**src/rtl/gpu_sync_fifo.sv**
```systemverilog
// gpu_sync_fifo: single-clock FIFO with a registered or first-word-fall-through read port,
// a registered occupancy count, threshold flags and sticky overflow/underflow flags.
//
// Parameters
//   DATA_WIDTH  entry width (values below 1 behave as 1)
//   DEPTH_WIDTH log2 of capacity (values below 1 behave as 1)
//   FWFT        0: rd_data_o registered one cycle after an accepted read
//               1: head entry presented combinationally, rd_en_i pops it
//   AF_LEVEL    almost_full_o when level_o >= AF_LEVEL
//   AE_LEVEL    almost_empty_o when level_o <= AE_LEVEL
//
// Ports
//   clk, rst                 clock, synchronous active-high reset
//   wr_data_i, wr_en_i       write data and request
//   rd_en_i                  read request (FWFT: acknowledge of head)
//   clr_err_i                clears the sticky error flags
//   rd_data_o, rd_valid_o    read data and its qualifier
//   full_o, empty_o          level == capacity / level == 0
//   almost_full_o/empty_o    threshold flags
//   level_o                  entry count, 0..capacity
//   overflow_o, underflow_o  sticky error flags
module gpu_sync_fifo #(
  parameter int DATA_WIDTH  = 16,
  parameter int DEPTH_WIDTH = 4,
  parameter int FWFT        = 0,
  parameter int AF_LEVEL    = (1 << DEPTH_WIDTH) - 1,
  parameter int AE_LEVEL    = 1,
  localparam int DW = (DATA_WIDTH < 1) ? 1 : DATA_WIDTH,
  localparam int AW = (DEPTH_WIDTH < 1) ? 1 : DEPTH_WIDTH
) (
  input  logic          clk,
  input  logic          rst,
  input  logic [DW-1:0] wr_data_i,
  input  logic          wr_en_i,
  input  logic          rd_en_i,
  input  logic          clr_err_i,
  output logic [DW-1:0] rd_data_o,
  output logic          rd_valid_o,
  output logic          full_o,
  output logic          empty_o,
  output logic          almost_full_o,
  output logic          almost_empty_o,
  output logic [AW:0]   level_o,
  output logic          overflow_o,
  output logic          underflow_o
);

  localparam int Depth = 1 << AW;

  // Out-of-range thresholds leave the flags meaningless; flag them at elaboration.
  if (AF_LEVEL > Depth || AE_LEVEL < 0) begin : g_bad_level
    $warning("gpu_sync_fifo: AF_LEVEL/AE_LEVEL out of range, threshold flags undefined");
  end

  logic [DW-1:0] mem [Depth];

  logic [AW:0] wr_ptr_q, wr_ptr_d;
  logic [AW:0] rd_ptr_q, rd_ptr_d;
  logic [AW:0] level_q,  level_d;
  logic        overflow_q,  overflow_d;
  logic        underflow_q, underflow_d;

  logic full, empty;
  logic wr_acc, rd_acc;

  // Pointers carry one extra wrap bit: equal low bits with differing MSBs means full.
  assign empty = (wr_ptr_q == rd_ptr_q);
  assign full  = (wr_ptr_q[AW] != rd_ptr_q[AW]) &&
                 (wr_ptr_q[AW-1:0] == rd_ptr_q[AW-1:0]);

  // A read frees a slot in the same cycle, so a full FIFO still takes a write alongside it.
  assign rd_acc = rd_en_i && !empty;
  assign wr_acc = wr_en_i && (!full || rd_acc);

  always_comb begin
    wr_ptr_d    = wr_ptr_q;
    rd_ptr_d    = rd_ptr_q;
    level_d     = level_q;
    overflow_d  = overflow_q;
    underflow_d = underflow_q;

    if (wr_acc) begin
      wr_ptr_d = wr_ptr_q + (AW+1)'(1);
    end
    if (rd_acc) begin
      rd_ptr_d = rd_ptr_q + (AW+1)'(1);
    end

    unique case ({wr_acc, rd_acc})
      2'b10:   level_d = level_q + (AW+1)'(1);
      2'b01:   level_d = level_q - (AW+1)'(1);
      default: level_d = level_q;
    endcase

    // Error events take precedence over a simultaneous clear.
    if (clr_err_i) begin
      overflow_d  = 1'b0;
      underflow_d = 1'b0;
    end
    if (wr_en_i && !wr_acc) begin
      overflow_d = 1'b1;
    end
    if (rd_en_i && !rd_acc) begin
      underflow_d = 1'b1;
    end
  end

  always_ff @(posedge clk) begin
    if (rst) begin
      wr_ptr_q    <= '0;
      rd_ptr_q    <= '0;
      level_q     <= '0;
      overflow_q  <= 1'b0;
      underflow_q <= 1'b0;
    end else begin
      wr_ptr_q    <= wr_ptr_d;
      rd_ptr_q    <= rd_ptr_d;
      level_q     <= level_d;
      overflow_q  <= overflow_d;
      underflow_q <= underflow_d;
    end
  end

  // Storage is not reset; the reset pointers make stale contents unreachable.
  always_ff @(posedge clk) begin
    if (!rst && wr_acc) begin
      mem[wr_ptr_q[AW-1:0]] <= wr_data_i;
    end
  end

  if (FWFT != 0) begin : g_fwft
    assign rd_data_o  = mem[rd_ptr_q[AW-1:0]];
    assign rd_valid_o = !empty;
  end else begin : g_reg
    logic [DW-1:0] rd_data_q;
    logic          rd_valid_q;

    // A read of the slot being written this edge sees the older entry (NBA ordering).
    always_ff @(posedge clk) begin
      if (rst) begin
        rd_valid_q <= 1'b0;
      end else begin
        rd_valid_q <= rd_acc;
        if (rd_acc) begin
          rd_data_q <= mem[rd_ptr_q[AW-1:0]];
        end
      end
    end

    assign rd_data_o  = rd_data_q;
    assign rd_valid_o = rd_valid_q;
  end

  assign full_o         = full;
  assign empty_o        = empty;
  assign level_o        = level_q;
  assign almost_full_o  = int'(level_q) >= AF_LEVEL;
  assign almost_empty_o = int'(level_q) <= AE_LEVEL;
  assign overflow_o     = overflow_q;
  assign underflow_o    = underflow_q;

endmodule

```
**config.mk**
```make
export PLATFORM = sky130hd
export DESIGN_NAME = gpu_sync_fifo
export DESIGN_NICKNAME = d
export VERILOG_FILES = /design/src/rtl/gpu_sync_fifo.sv
export SDC_FILE = /design/constraint.sdc
export NUM_CORES = 1
export LEC_CHECK = 0
export CORE_AREA = 2 2 199 201
export DETAILED_ROUTE_END_ITERATION = 7
export DIE_AREA = 0 0 201 203
export DONT_BUFFER_PORTS = 1
export MAX_ROUTING_LAYER = met4
export REMOVE_ABC_BUFFERS = 1
export SLEW_MARGIN = 20
export SYNTH_ARGS = -nofsm -noshare
export SYNTH_HDL_FRONTEND = slang
export SYNTH_SLANG_ARGS = --single-unit
```
**constraint.sdc**
```tcl
create_clock -name clk -period 2.85 [get_ports clk]
set_input_delay 0.57 -clock clk [delete_from_list [all_inputs] [get_ports clk]]
set_output_delay 0.57 -clock clk [all_outputs]
set_load 0.02 [all_outputs]
```
* Word level (Yosys, flattened, before mapping) *
Memories as Yosys holds them, arrays and structs flattened. A register that Yosys moved wholly into a read port is not among the register bits.
Cells that the tools add are included.

operators by class
  bitwise logic cells = 1
  order comparisons = 2
  mux-type cells = 6
  multiply operators = 0
  div/mod/pow operators = 0
  equality and inequality tests = 5
  shifts and indexed selects = 0
  reductions and logical operators = 16
  add/subtract/negate cells = 4

operator list
  cell                                                            count
  adder 5 x 1 -> 5 bit, second input constant                     3
  case mux 5 bit (2 select lines)                                 1
  logical AND 1 bit                                               6
  nonzero test 2 bit                                              3
  == test 5 bit                                                   1
  >= comparator 5 x 4 -> 1 bit, second input constant             1
  less-or-equal comparator 5 x 1 -> 1 bit, second input constant  1
  logical NOT 1 bit                                               5
  2-to-1 mux 1 bit                                                5
  subtractor 5 x 1 -> 5 bit, second input constant                1
  == test 4 bit                                                   1
  == test 2 x 1 -> 1 bit, second input constant                   1
  == test 2 bit, second input constant                            1
  AND reduction 2 bit                                             1
  logical OR 1 bit                                                1
  != test 1 bit                                                   1
  NOT 1 bit                                                       1

storage, ports and cells
  latch bits = 0
  register bits after elaboration = 18
  word-level logic and storage cells = 41
  memories = 1
  output and inout bits = 28
  memory bits (writable) = 256
  memory bits (read-only) = 0
  input port bits = 21

memory list
  name  words  width  read ports  clocked after memory_dff  write ports  line  RTL
  mem   16     16     1           1                         1            55    logic [DW-1:0] mem [Depth];

* Longest topological paths before layout *
Gate-level depths: netlist of the first run.

  depth in word-level cells = 8
  mapped depth = 8
  mapped depth without buffers = 6

* Worst setup path before layout of the first run *
Ideal clock, no wire load.

  path type = input port to flip-flop
  start = input wr_en_i
  end = memory mem[0][0] in the netlist's numbering, enable pin
  cell stages on the path = 5
  path buffers = 2
  data arrival time = 2.232 ns
  setup time = 0.388 ns
  path slack = 0.229 ns
  data required time = 2.462 ns
  cell sequence = clkbuf_1 o21ai_0 or2_2 buf_4 nor2_1

between the ends
  longest elaborated chain between the ends = 4

RTL lines
  item                                    line  RTL
  from (decl)                             34    input logic wr_en_i,
  logical AND 1 bit                       73    assign wr_acc = wr_en_i && (!full || rd_acc);
  logical AND 1 bit                       126   if (!rst && wr_acc) begin
  2-to-1 mux 1 bit                        126
  2-to-1 mux 1 bit (not written as such)  127   mem[wr_ptr_q[AW-1:0]] <= wr_data_i;
  to (decl)                               55

No other way between the ends.

* Final worst setup path of the first run *
  start = register wr_ptr_q[2]
  end = output empty_o

between the ends
  longest elaborated chain between the ends = 1

RTL lines
  item                    line  RTL
  from (decl)             57    logic [AW:0] wr_ptr_q, wr_ptr_d;
  from (signal assigned)  116   wr_ptr_q <= wr_ptr_d;
  == test 5 bit           67    assign empty = (wr_ptr_q == rd_ptr_q);
  to (decl)               40    output logic empty_o,

No other way between the ends.

==> results of run 1 <==
state kept, by name, indices dropped and copies added, names as in the netlist:
register     cells
level_o          5
mem            256
overflow_o       1
rd_data_o       16
rd_ptr_q         5
rd_valid_o       1
underflow_o      1
wr_ptr_q         5
cell families after synthesis:
group | share of synthesized area, %
buffers and inverters | 1.82
XOR/XNOR | 0.980
adder cells (fa/ha/maj) | 0.980
multiplexers | 14.9
flip-flops | 74.2
AND/OR/NAND/NOR | 3.91
AO/OA/AOI/OAI | 3.22
worst reg2reg max path, stage by stage, from the launching register on:
cell and delay (ps):
dfxtp_1 360, xor2_2 220, nand2b_1 150, o21ai_0 90, buf_4 150, or2_2 380
nor2_2 440, buf_4 260
metrics by stage:
step	power (W)	std cells	cell area (sq um)	utilization (%)	hold slack, ps
global route	0.0103	1154	13300	34.5	70.0
CTS	0.0100	1154	13300	34.5	69.1
floorplan	0.00586	550	11300	-	509
global placement	0.00610	1101	12300	31.9	522
detailed placement	0.00610	1101	12300	31.9	536
finish	0.00993	1154	13300	34.5	97.4
synth_stat cells (3+ instances only):
cell,n,area (sq um)
nor3_1,3,15.0
xnor2_1,6,52.6
nor2_1,33,124
buf_6,4,45.0
nand2b_1,5,31.3
xor2_1,5,43.8
or3_1,3,18.8
nor2b_1,21,131
mux4_2,64,1440
inv_1,5,18.8
buf_4,7,52.6
o21ai_0,5,25.0
edfxtp_1,272,8170
dfxtp_1,18,360
a31oi_1,3,18.8
buf_2,5,25.0
mux2i_1,19,190
a211oi_1,16,120
clkbuf_1,16,60.1
nand2_1,12,45.0
ha_1,9,113
a21oi_1,21,105
routing by layer:
metal  part of all wire [%]  vias up  wire, um
met2                     50      118     11700
met1                     43     2789      9980
met5                      0        -         0
li1                       -     2410         -
met4                    1.7        0       403
met3                    5.7       28      1340
final cells by class:
cell class	count	area (sq um)	share of cell area, %
sequential	290	8540	64.3
multi-input combinational	254	2800	21.1
clock buffer	33	741	5.58
tap	518	648	4.89
timing repair buffer	33	273	2.06
clock inverter	20	248	1.87
inverter	6	22.5	0.170
power by group:
part	switching, W	internal (W)	total, W
Combinational	0.000541	0.000551	0.00109
Sequential	0.000125	0.00476	0.00489
Clock	0.00155	0.00240	0.00395
path summary, 6_finish.rpt:
check        depth (start not counted)           to   startpoint
max reg2reg                          7   mem[1][15]  rd_ptr_q[4]
min reg2reg                          2  wr_ptr_q[4]  wr_ptr_q[4]
min                                  1   overflow_o          rst
max                                  5      empty_o  wr_ptr_q[2]
cells in the final DEF (no fill, tap or decap), types with 6 or more instances in the layout:
| cell | netlist | final |
|---|---|---|
| a211oi_1 | 16 | 16 |
| a21oi_1 | 21 | 21 |
| buf_4 | 7 | 31 |
| bufinv_16 | 0 | 6 |
| clkbuf_16 | 0 | 29 |
| clkinv_1 | 0 | 7 |
| dfxtp_1 | 18 | 14 |
| edfxtp_1 | 272 | 272 |
| ha_1 | 9 | 9 |
| mux2i_1 | 19 | 19 |
| mux4_2 | 64 | 64 |
| nand2_1 | 12 | 12 |
| nor2_1 | 33 | 16 |
| nor2_2 | 0 | 16 |
| nor2b_1 | 21 | 21 |
| xnor2_1 | 6 | 6 |
==> run summary, run 1 <==
Final Hold Fails - 0
Layout cells sized above 1 - 27.0%
Critical path's largest stage delay - 430 ps
Startpoint types - register
Drt total wl - 23400 um
Reg2Reg Setup Slack - 510 ps
Mapped Cells - 583
VDD IR max - 0.393 mV
Nets@finish - 644
Mapped Avg Cell Area - 19.7 sq um
Primary FF master, synth - edfxtp_1
Clock sink count - 290
Antenna diodes - 0
Fmax - 381 MHz
Fin. max-slew vios - 0
Core area - 38500 sq um
Synth Warn # - 0
Netlist Area Pre-Place - 11500 sq um
Number of vias per cell - 4.63
CTS resizes - 0
GR peak layer - met2
Clock slew at reported path FFs - 60 ps
Clk_skew - 6.71 ps
TritonRoute pass-1 iters - 5
Outcome - complete, no violations
Seq cells post-synth - 290
CP Class - reg -> out
CTS tree - yes
Final setup vio count - 0
Starting DRT DRC Count - 447
Max cap viols - 0
EDFF count, synth - 272
Die H - 203 um
Leak - 4.04 nW
Worst EP required - 2280 ps
Vias in the first global route - 5590
Filler Cell Count - 3596
Crit share post-route - 92.1%
Min Tclk post-route - 2630 ps
Via count - 5345
Tightest Pin Transition - 895 ps
Buffers on Ports - 0
Register area share after synthesis - 74.2%
Core Rows - 72
Slew HR - 40.3%
Post-route ant nets - 0
Pwr/cell area - 748 nW/um^2
CP Max Fanout - 11
Grt total ovfl - 0
Slowest cell on crit path - dfxtp_1
Worst slack at placement - 490 ps
Hold crit path type - in -> reg
Clock latency at the later pin of the worst-skew pair - 540 ps
Initial antenna violation count - 0
Post-DP HPWL - 14000 um
Crit path arrival time - 2060 ps
Gr usage total - 11.9%
Crit path buf inv count - 2
TNS Setup - 0 ps
Die width - 201 um
Ports - 49
Cell family with most CP delay - simple AND/OR/NAND/NOR gates
Layout area overhead - 15.5%
First-pass GRT wire length - 35300 um
Worst path cell trace - xnor2_1 -> nand4_2 -> buf_4 -> or2_0 -> inv_2
CTS buffer count - 29
Root Buffer Master - clkbuf_16
Met2 usage - 19.9%
Largest net degree at the start of global routing - 68
Grt met3 use - 2.54%
Residual DRC - 0
Ys async rst share - 0%
Initial Util - 29.9%
RSZ-0062 raised after global routing - no
Crit end category - output port
Setup bufs post-CTS - 0
Clock H-tree levels - 1
GR Util met1 - 14.7%
GPL Wtd Cong - 0.736
Avg WL per Cell - 20.3 um
DIE AREA - 40800 sq um
Clock Tree Buf Depth - 3
Hold buffer count at cts - 0
Final worst slack - 225 ps
Count of cell types in the netlist - 46
(Power assumes the default switching activity.)
==> inputs of run 2 (changes only) <==
Clock period 2.85 ns to 2.3 ns, I/O delays scaled along.
==> run 2 against run 1 <==
Against the previous run:
- sequential share of layout area fell by 1.7 points
- combinational power rose by 50%
- wire length rose by 1.1%
- clock power rose by 20%
- core utilization rose by 0.92 points
- largest cell class unchanged
==> run summary, run 2 (synthesis gave the netlist of run 1 again) <==
CP startpoint - wr_ptr_q[3]
Gr usage total - 12.1% (+0.19 points)
RSZ-0062 raised after global routing - yes
GR Util met1 - 15.2% (+0.58 points)
Initial antenna violation count - 2 (+2)
Startpoint types - register
Clk_skew - 10.9 ps (+4.18 ps)
CP Class - reg -> out
First-pass GRT wire length - 36300 um (+2.6%)
Min Tclk post-route - 2250 ps
Logic pwr share - 13.3% (+2.3 points)
CP Max Fanout - 12 (+1)
Hold crit path type - in -> reg
Post-route ant nets - 0 (unchanged)
R2R Path End - mem[14][4]
Max FFs per register - 256 (unchanged)
Worst R2R Path Depth - 5 (-2)
Post-DP HPWL - 14000 um (-0.48%)
VDD IR max - 0.585 mV (+49%)
Vias in the first global route - 5925 (+6.0%)
Clk pwr share - 38.2% (-1.6 points)
Crit share post-route - 97.8%
Crit end category - output port
Core Rows - 72 (unchanged)
Reg2Reg Setup Slack - 70 ps (-440 ps)
CTS buffer count - 29 (unchanged)
Nets@finish - 678 (+5.3%)
GPL Wtd Cong - 0.742 (+0.82%)
Power Total - 0.0124 W (+25%)
Worst slack at placement - 34.3 ps (-456 ps)
Crit path arrival time - 1790 ps (-270 ps)
Clock sink count - 290 (unchanged)
Clock H-tree levels - 1 (unchanged)
Via count - 5523 (+3.3%)
TNS Setup - 0 ps (unchanged)
Fmax - 445 MHz
Drt total wl - 23700 um (+1.1%)
Largest net degree at the start of global routing - 68 (unchanged)
Leak - 4.21 nW (+4.0%)
Clock Tree Buf Depth - 3 (unchanged)
Layout cells sized above 1 - 28.8% (+1.8 points)
Setup bufs post-CTS - 0 (unchanged)
Final worst slack - 51.0 ps (-174 ps)
Grt met3 use - 1.96% (-0.58 points)
Clock latency at the later pin of the worst-skew pair - 560 ps (+20 ps)
Max cap viols - 0 (unchanged)
Core area - 38500 sq um (unchanged)
Buffers on Ports - 0 (unchanged)
Root Buffer Master - clkbuf_16
Initial Util - 29.9% (unchanged)
FF-to-FF Start - rd_ptr_q[4]
Grt total ovfl - 0 (unchanged)
Final Hold Fails - 0 (unchanged)
Ports - 49 (unchanged)
Met2 usage - 20.3% (+0.41 points)
CTS tree - yes
Layout area overhead - 18.6%
Worst EP required - 1840 ps (-440 ps)
Seq pwr share - 48.5% (-0.7 points)
Starting DRT DRC Count - 474 (+6.0%)
Fin Hold WS - 58.6 ps (-38.8 ps)
Switching Fraction - 23.4% (+1.0 points)
Die H - 203 um (unchanged)
Pwr/cell area - 910 nW/um^2 (+22%)
GR peak layer - met2
Sw Pwr - 0.00290 W (+31%)
Number of vias per cell - 4.64 (+0.20%)
Int Pwr - 0.00950 W (+23%)
Most frequent cells in the layout - edfxtp_1 (272), mux4_2 (64), buf_4 (44), clkbuf_16 (30)
Outcome - complete, no violations
Clock slew at reported path FFs - 60 ps (about the same)
Crit path capture - empty_o
Residual DRC - 0 (unchanged)
Tightest Pin Transition - 1080 ps (+186 ps)
Final setup vio count - 0 (unchanged)
Fin. max-slew vios - 0 (unchanged)
Avg WL per Cell - 19.9 um (-2.0%)
Most common cell after layout, fill and taps aside - edfxtp_1
DIE AREA - 40800 sq um (unchanged)
Slew HR - 27.8% (-12 points)
Worst Hold Launch - rd_en_i
Die width - 201 um (unchanged)
TritonRoute pass-1 iters - 5 (unchanged)
run 2: cell count changes in the layout (fill, tap and decap cells not counted), moves of 3 or more:
| cell | change |
|---|---|
| clkbuf_1 | +3 |
| dlygate4sd3_1 | +17 |
| xnor2_2 | +3 |
| xnor2_1 | -3 |
| buf_4 | +13 |
run 2: final cells by class:
class / count / area [sq um]
Fill cell: 3568 / 24800
Tap cell: 518 / 648
Clock buffer: 36 / 752
Timing Repair Buffer: 67 / 616
Sequential cell: 290 / 8540
Multi-Input combinational cell: 254 / 2830
Clock inverter: 17 / 204
Inverter: 6 / 25.0
Antenna cell: 2 / 5.00
run 2: worst min path at each step:
stage | endpoint | depth (start not counted)
6_report | rd_ptr_q[1] | 2
5_1_grt | underflow_o | 2
4_1_cts | underflow_o | 2
3_5_place_dp | rd_ptr_q[1] | 1
3_3_place_gp | rd_ptr_q[1] | 1
2_1_floorplan | wr_ptr_q[4] | 2
run 2: critical path, stage by stage, from the launching register on:
cell     delay, ps
dfxtp_1        370
xnor2_1        150
nand4_2        150
buf_6          180
or2_4          270
inv_4          110
run 2: power groups by stage:
stage               registers (W)  clock network, W  logic (W)
floorplan                 0.00631                 0   0.000956
global placement          0.00613                 0    0.00150
global route              0.00603           0.00507    0.00181
finish                    0.00602           0.00474    0.00164
CTS                       0.00602           0.00485    0.00162
detailed placement        0.00613                 0    0.00151
run 2: routing by layer:
metal | share of wire (%) | up-vias
met5 | 0 | -
met3 | 4.2 | 29
met1 | 44 | 2904
met4 | 1.5 | 0
met2 | 50 | 99
li1 | - | 2491
run 2: repair_timing:
action,CTS,global route
endpoints found under the hold margin,270,0
hold buffers,17,0
endpoints found under the setup margin,1,32
pin swaps,0,2
gates cloned,0,1
gates resized for setup,5,8
run 2: per-stage QoR:
stage	util [%]	area, sq um	cells
after floorplan	-	11300	550
after global placement	32.3	12400	1117
after detailed placement	32.3	12400	1117
after CTS	35.2	13600	1187
after global routing	35.4	13600	1190
final	35.4	13600	1190
